==> config.mk <==
export PLATFORM = sky130hd
export DESIGN_NAME = i2s_sample_tx
export DESIGN_NICKNAME = d
export VERILOG_FILES = /design/src/rtl/i2s_sample_tx.sv
export SDC_FILE = /design/constraint.sdc
export NUM_CORES = 1
export LEC_CHECK = 0
export ABC_AREA = 1
export CAP_MARGIN = 20
export CELL_PAD_IN_SITES_DETAIL_PLACEMENT = 1
export CELL_PAD_IN_SITES_GLOBAL_PLACEMENT = 1
export CORE_ASPECT_RATIO = 0.6
export CORE_MARGIN = 8
export CORE_UTILIZATION = 47
export DETAILED_ROUTE_END_ITERATION = 10
export PLACE_DENSITY_LB_ADDON = 0.12
export SLEW_MARGIN = 20
export SYNTH_ARGS = -nofsm -noshare
export SYNTH_HDL_FRONTEND = slang
export SYNTH_SLANG_ARGS = --single-unit
==> constraint.sdc <==
create_clock -name clk -period 3.1 [get_ports clk]
set_clock_uncertainty 0.1 [all_clocks]
set_input_delay 0.31 -clock clk [delete_from_list [all_inputs] [get_ports clk]]
set_output_delay 0.31 -clock clk [all_outputs]
set_load 0.02 [all_outputs]
==> src/rtl/i2s_sample_tx.sv <==
// Mono I2S transmitter: buffers 16-bit samples in a small FIFO and sends each one in both slots.
// Optional build macro UNDERFLOW_HOLD_EN: on underflow, repeat the last sample instead of sending silence.
module i2s_sample_tx #(
  parameter int unsigned WIDTH    = 16,
  parameter int unsigned BCLK_DIV = 8,
  parameter int unsigned FIFO_AW  = 2
) (
  input  logic             clk,
  input  logic             reset,
  input  logic [WIDTH-1:0] sample_in,
  input  logic             in_ready,
  input  logic             clr_flags,
  output logic             bclk,
  output logic             lrclk,
  output logic             sdata,
  output logic             fifo_full,
  output logic             overflow,
  output logic             underflow
);

  localparam int unsigned DEPTH      = 2 ** FIFO_AW;
  localparam int unsigned FRAME_BITS = 2 * WIDTH;
  localparam int unsigned DIV_W      = $clog2(BCLK_DIV);
  localparam int unsigned BIT_W      = $clog2(FRAME_BITS);
  localparam int unsigned CNT_W      = FIFO_AW + 1;

  logic [DIV_W-1:0]      div_cnt_q, div_cnt_d;
  logic                  bclk_q, bclk_d;
  logic [BIT_W-1:0]      bit_cnt_q, bit_cnt_d;
  logic                  lrclk_q, lrclk_d;
  logic [FRAME_BITS-1:0] shreg_q, shreg_d;
  logic [FIFO_AW-1:0]    wr_ptr_q, wr_ptr_d;
  logic [FIFO_AW-1:0]    rd_ptr_q, rd_ptr_d;
  logic [CNT_W-1:0]      count_q, count_d;
  logic                  full_q, full_d;
  logic                  ovf_q, ovf_d;
  logic                  udf_q, udf_d;
  logic [WIDTH-1:0]      mem_q [DEPTH];

  logic                  div_wrap_c;
  logic                  fall_c;
  logic                  load_c;
  logic                  empty_c;
  logic                  full_c;
  logic                  pop_ok_c;
  logic                  push_ok_c;
  logic                  ovf_set_c;
  logic                  udf_set_c;
  logic [WIDTH-1:0]      head_c;
  logic [WIDTH-1:0]      frame_sample_c;

`ifdef UNDERFLOW_HOLD_EN
  logic [WIDTH-1:0]      last_sample_q, last_sample_d;
`endif

  // Timing events: bclk falls on a divider wrap while high; a frame loads on the fall leaving bit 0.
  always_comb begin
    div_wrap_c = (div_cnt_q == DIV_W'(BCLK_DIV - 1));
    fall_c     = div_wrap_c && bclk_q;
    load_c     = fall_c && (bit_cnt_q == '0);
    empty_c    = (count_q == '0);
    full_c     = (count_q == CNT_W'(DEPTH));
    pop_ok_c   = load_c && !empty_c;
    push_ok_c  = in_ready && (!full_c || pop_ok_c);
    ovf_set_c  = in_ready && full_c && !pop_ok_c;
    udf_set_c  = load_c && empty_c;
    head_c     = mem_q[rd_ptr_q];
  end

  // Sample for the next frame: FIFO head, else silence or the held sample.
`ifdef UNDERFLOW_HOLD_EN
  assign frame_sample_c = pop_ok_c ? head_c : last_sample_q;
`else
  assign frame_sample_c = pop_ok_c ? head_c : '0;
`endif

  always_comb begin
    div_cnt_d = div_cnt_q;
    bclk_d    = bclk_q;
    bit_cnt_d = bit_cnt_q;
    lrclk_d   = lrclk_q;
    shreg_d   = shreg_q;
    wr_ptr_d  = wr_ptr_q;
    rd_ptr_d  = rd_ptr_q;
    count_d   = count_q;
    full_d    = full_q;
    ovf_d     = ovf_q;
    udf_d     = udf_q;
`ifdef UNDERFLOW_HOLD_EN
    last_sample_d = last_sample_q;
`endif

    if (div_wrap_c) begin
      div_cnt_d = '0;
      bclk_d    = ~bclk_q;
    end else begin
      div_cnt_d = div_cnt_q + DIV_W'(1);
    end

    // Serial side advances only on bclk fall so the codec samples stable data on rise.
    if (fall_c) begin
      bit_cnt_d = (bit_cnt_q == BIT_W'(FRAME_BITS - 1)) ? '0 : bit_cnt_q + BIT_W'(1);
      lrclk_d   = (bit_cnt_d >= BIT_W'(WIDTH));
      if (load_c) begin
        shreg_d = {frame_sample_c, frame_sample_c};
      end else begin
        shreg_d = {shreg_q[FRAME_BITS-2:0], 1'b0};
      end
    end

    if (push_ok_c) begin
      wr_ptr_d = wr_ptr_q + FIFO_AW'(1);
    end
    if (pop_ok_c) begin
      rd_ptr_d = rd_ptr_q + FIFO_AW'(1);
`ifdef UNDERFLOW_HOLD_EN
      last_sample_d = head_c;
`endif
    end
    count_d = count_q + CNT_W'(push_ok_c) - CNT_W'(pop_ok_c);
    full_d  = (count_d == CNT_W'(DEPTH));

    // Sticky flags: a set in the same cycle as a clear wins.
    if (ovf_set_c) begin
      ovf_d = 1'b1;
    end else if (clr_flags) begin
      ovf_d = 1'b0;
    end
    if (udf_set_c) begin
      udf_d = 1'b1;
    end else if (clr_flags) begin
      udf_d = 1'b0;
    end
  end

  always_ff @(posedge clk or posedge reset) begin
    if (reset) begin
      div_cnt_q <= '0;
      bclk_q    <= 1'b0;
      bit_cnt_q <= '0;
      lrclk_q   <= 1'b0;
      shreg_q   <= '0;
      wr_ptr_q  <= '0;
      rd_ptr_q  <= '0;
      count_q   <= '0;
      full_q    <= 1'b0;
      ovf_q     <= 1'b0;
      udf_q     <= 1'b0;
    end else begin
      div_cnt_q <= div_cnt_d;
      bclk_q    <= bclk_d;
      bit_cnt_q <= bit_cnt_d;
      lrclk_q   <= lrclk_d;
      shreg_q   <= shreg_d;
      wr_ptr_q  <= wr_ptr_d;
      rd_ptr_q  <= rd_ptr_d;
      count_q   <= count_d;
      full_q    <= full_d;
      ovf_q     <= ovf_d;
      udf_q     <= udf_d;
    end
  end

`ifdef UNDERFLOW_HOLD_EN
  always_ff @(posedge clk or posedge reset) begin
    if (reset) begin
      last_sample_q <= '0;
    end else begin
      last_sample_q <= last_sample_d;
    end
  end
`endif

  // Storage needs no reset: the count defines which entries are live.
  always_ff @(posedge clk) begin
    if (push_ok_c) begin
      mem_q[wr_ptr_q] <= sample_in;
    end
  end

  assign bclk      = bclk_q;
  assign lrclk     = lrclk_q;
  assign sdata     = shreg_q[FRAME_BITS-1];
  assign fifo_full = full_q;
  assign overflow  = ovf_q;
  assign underflow = udf_q;

endmodule

==> summary.txt <==
Status
  • Outcome: complete, no violations

Global route
  • First-pass GRT wire length: 19280 um
  • Overall routing resource usage: 0.1777
  • Largest net degree at the start of global routing: 52
  • Vias in the first global route: between 3000 and 4000
  • Gr ovfl total: 0
  • Initial antenna violation count: 0

Layout
  • Area Overhead vs Synth: 18.72%
  • Nets: 580
  • Layout cells sized above 1: 0.08378
  • Non-Filler Instances: 700
  • Area of the multi-input gates: about 0.0014 mm^2
  • Fill cells: 1168
  • Register Area: between 0.003 and 0.004 mm^2
  • Ant diodes: 0

Place
  • I/O Buffers: 25
  • DPL Wire Length: 7298 um
  • Setup WS pre-CTS: around 0.11 ns
  • Final Wtd Congestion: 0.7417
  • Placed Cells: between 600 and 700

Synthesis
  • Synthesized instance count: a little over 500
  • Synthesized Nets: approximately 550
  • Synth cell types: 25
  • Synthesized flop and latch total: between 100 and 150
  • Avg Cell Area, Syn: approximately 9.8 um^2
  • Synth warnings: 0
  • Top cells by area, synth: edfxtp_1, dfrtp_1, nand2_1
  • Netlist Area Pre-Place: ~0.005 mm^2
  • Top-area cell type share of the netlist area: 0.3819
  • Cell accounting for the most synthesized area: edfxtp_1
  • Sequential area share after synthesis: 0.6355

Clock network
  • H-tree Lvls: 4
  • TritonCTS buffer count: 17
  • Clock Latency Late Sink: approximately 0.4 ns
  • Max clock buf depth: 2
  • Clock sinks: roughly 120
  • Clock Tree Root: clkbuf_16
  • CTS tree: done
  • Reg clk slew, reported paths: 0.05 ns
  • Hold-fix buffer count after cts: 0

Worst setup path
  • Worst R2R Path Depth: 14
  • Arrival @ worst endpoint: just over 3 ns
  • Startpoint Class: flip-flop
  • CP Max Fanout: 7
  • Required @ worst endpoint: around 3.4 ns
  • Critical Path Sink Type: flip-flop
  • Type of the worst setup path: reg -> reg

Floorplanning
  • Die Span X: ~150 um
  • IO Count: 26
  • Starting Density: 0.4799
  • Core Region: between 0.01 and 0.015 mm^2
  • Die Y: 96.15 um
  • Num rows: 29
  • Die ar.: 0.01438 mm^2

STA
  • Slew Limit Fails: 0
  • Final worst slack: between 0.2 and 0.25 ns
  • Worst-margin pin slew: 0.7383 ns
  • Final hold violations: 0
  • Minimum clock period: around 2.9 ns
  • Hold WS: between 0.3 and 0.4 ns
  • Fin crit share: 0.9209
  • Sum of negative setup slack: 0 ns
  • Max Fclk: between 300 and 400 MHz
  • Slew HR: 0.5073
  • Final setup violation count: 0

Route
  • Vias per cell: between 5 and 6
  • DR vias: between 3000 and 4000
  • Routed wire per std cell: around 16 um
  • DRC violations left: 0
  • Antenna Nets Post-Route: 0
  • Initial DRC count: 217
  • Pre-Repair DR Iteration Count: 4
  • Post-Route WL: 11530 um

Job
  • Total of max-cap violations: 0

Hold path
  • Hold crit path type: in -> async

Power
  • Worst VDD drop: about 0.00041 V
  • Total chip power: 0.004863 W
  • Pleak: between 2 and 3 nW
  • Power per cell area: between 800 and 900 mW/mm^2
==> report_power, final <==
part           switching (W)  internal (W)
Clock               0.000624       0.00112
Combinational       0.000630      0.000350
Sequential          0.000149       0.00199
==> routing by layer <==
metal / track usage / vias to the layer above / wire length (um)
met2: 0.3019 / 50 / 5649
met3: 0.05117 / 14 / 349
met1: 0.2112 / 1755 / 5349
li1: - / 1700 / -
met4: 0.07435 / 0 / 185
met5: 0 / - / 0
==> final cells by class <==
cell class | instances | area share
Sequential cell | 115 | 0.5353
Timing Repair Buffer | 39 | 0.05948
Tap cell | 139 | 0.02911
Clock inverter | 5 | 0.004188
Clock buffer | 27 | 0.08607
Inverter | 88 | 0.05529
Multi-Input combinational cell | 287 | 0.2306
==> worst max-delay path, stage by stage, from the launching register on <==
cell and delay [ns]:
dfrtp_1 0.40, inv_1 0.10, ha_1 0.16, inv_1 0.04, nor2_1 0.16, nand3_4 0.14
nand2_2 0.12, nand2_2 0.11, ha_1 0.30, inv_1 0.05, ha_1 0.19, fa_1 0.39
xnor2_1 0.18, xor2_1 0.20, and2_1 0.15
==> layout by cell type (no fill, tap or decap) <==
master,n
a21oi_1,31
and2_1,1
buf_4,14
clkbuf_1,6
clkbuf_16,18
clkbuf_8,3
clkdlybuf4s50_1,25
clkinv_1,1
clkinv_2,5
dfrtp_1,51
edfxtp_1,64
fa_1,1
ha_1,11
inv_1,85
inv_2,2
nand2_1,110
nand2_2,2
nand3_1,40
nand3_4,1
nor2_1,44
nor2_2,1
nor2_4,1
nor3_1,5
o21ai_0,34
o21ai_1,1
o22ai_1,1
xnor2_1,1
xor2_1,2
==> path summary, 6_finish.rpt <==
| kind | startpoint | end | slack [ns] |
|---|---|---|---|
| worst max-delay path | bit_cnt_q[0] | fifo_full | 0.25 |
| worst min-delay path | reset | underflow | 0.30 |
| worst max register to register | bit_cnt_q[0] | fifo_full | 0.25 |
| worst min register to register | div_cnt_q[0] | div_cnt_q[0] | 0.33 |
| max in group asynchronous | reset | shreg_q[12] | 2.17 |
| min in group clk | div_cnt_q[0] | div_cnt_q[0] | 0.33 |
==> per-stage QoR <==
step,cell area (um^2),utilization
CTS,5962,0.5685
floorplan,5032,-
detailed placement,5423,0.5171
global route,5974,0.5697
global placement,5423,0.5171
finish,5974,0.5697
==> repair_timing <==
item / 4_1_cts / 5_1_grt
setup endpoints to repair: 0 / 1
gates resized for setup: 0 / 2
buffers inserted: 0 / 1
==> synthesized netlist by cell type <==
library cell	number
o22ai_1	1
nor2_1	44
nor3_1	5
inv_2	1
xnor2_1	1
xor2_1	2
nor2_2	1
edfxtp_1	64
and2_1	1
nand3_1	40
nand2_1	112
buf_2	9
clkinv_1	1
clkbuf_1	7
o21ai_0	34
a21oi_1	31
nor2_4	1
ha_1	11
buf_4	5
buf_6	2
nand3_4	1
o21ai_1	1
dfrtp_1	51
inv_1	86
fa_1	1
==> registers in the layout (all words and copies together), names as in the netlist <==
signal     cells
fifo_full      1
div_cnt_q      3
mem_q         64
bclk           1
rd_ptr_q       2
underflow      1
count_q        3
bit_cnt_q      5
wr_ptr_q       2
shreg_q       32
overflow       1
==> cell families (layout without fill, tap and decap cells) <==
logic type / count (synthesis) / after routing / share of synthesized area
simple gates: 205 / 205 / 0.1693
buf+inv: 111 / 159 / 0.09174
fa+ha+maj: 12 / 12 / 0.03133
flops: 115 / 115 / 0.6355
xor+xnor: 3 / 3 / 0.005222
compound gates: 67 / 67 / 0.06688
Note: power is estimated with default switching activity, not from simulation.
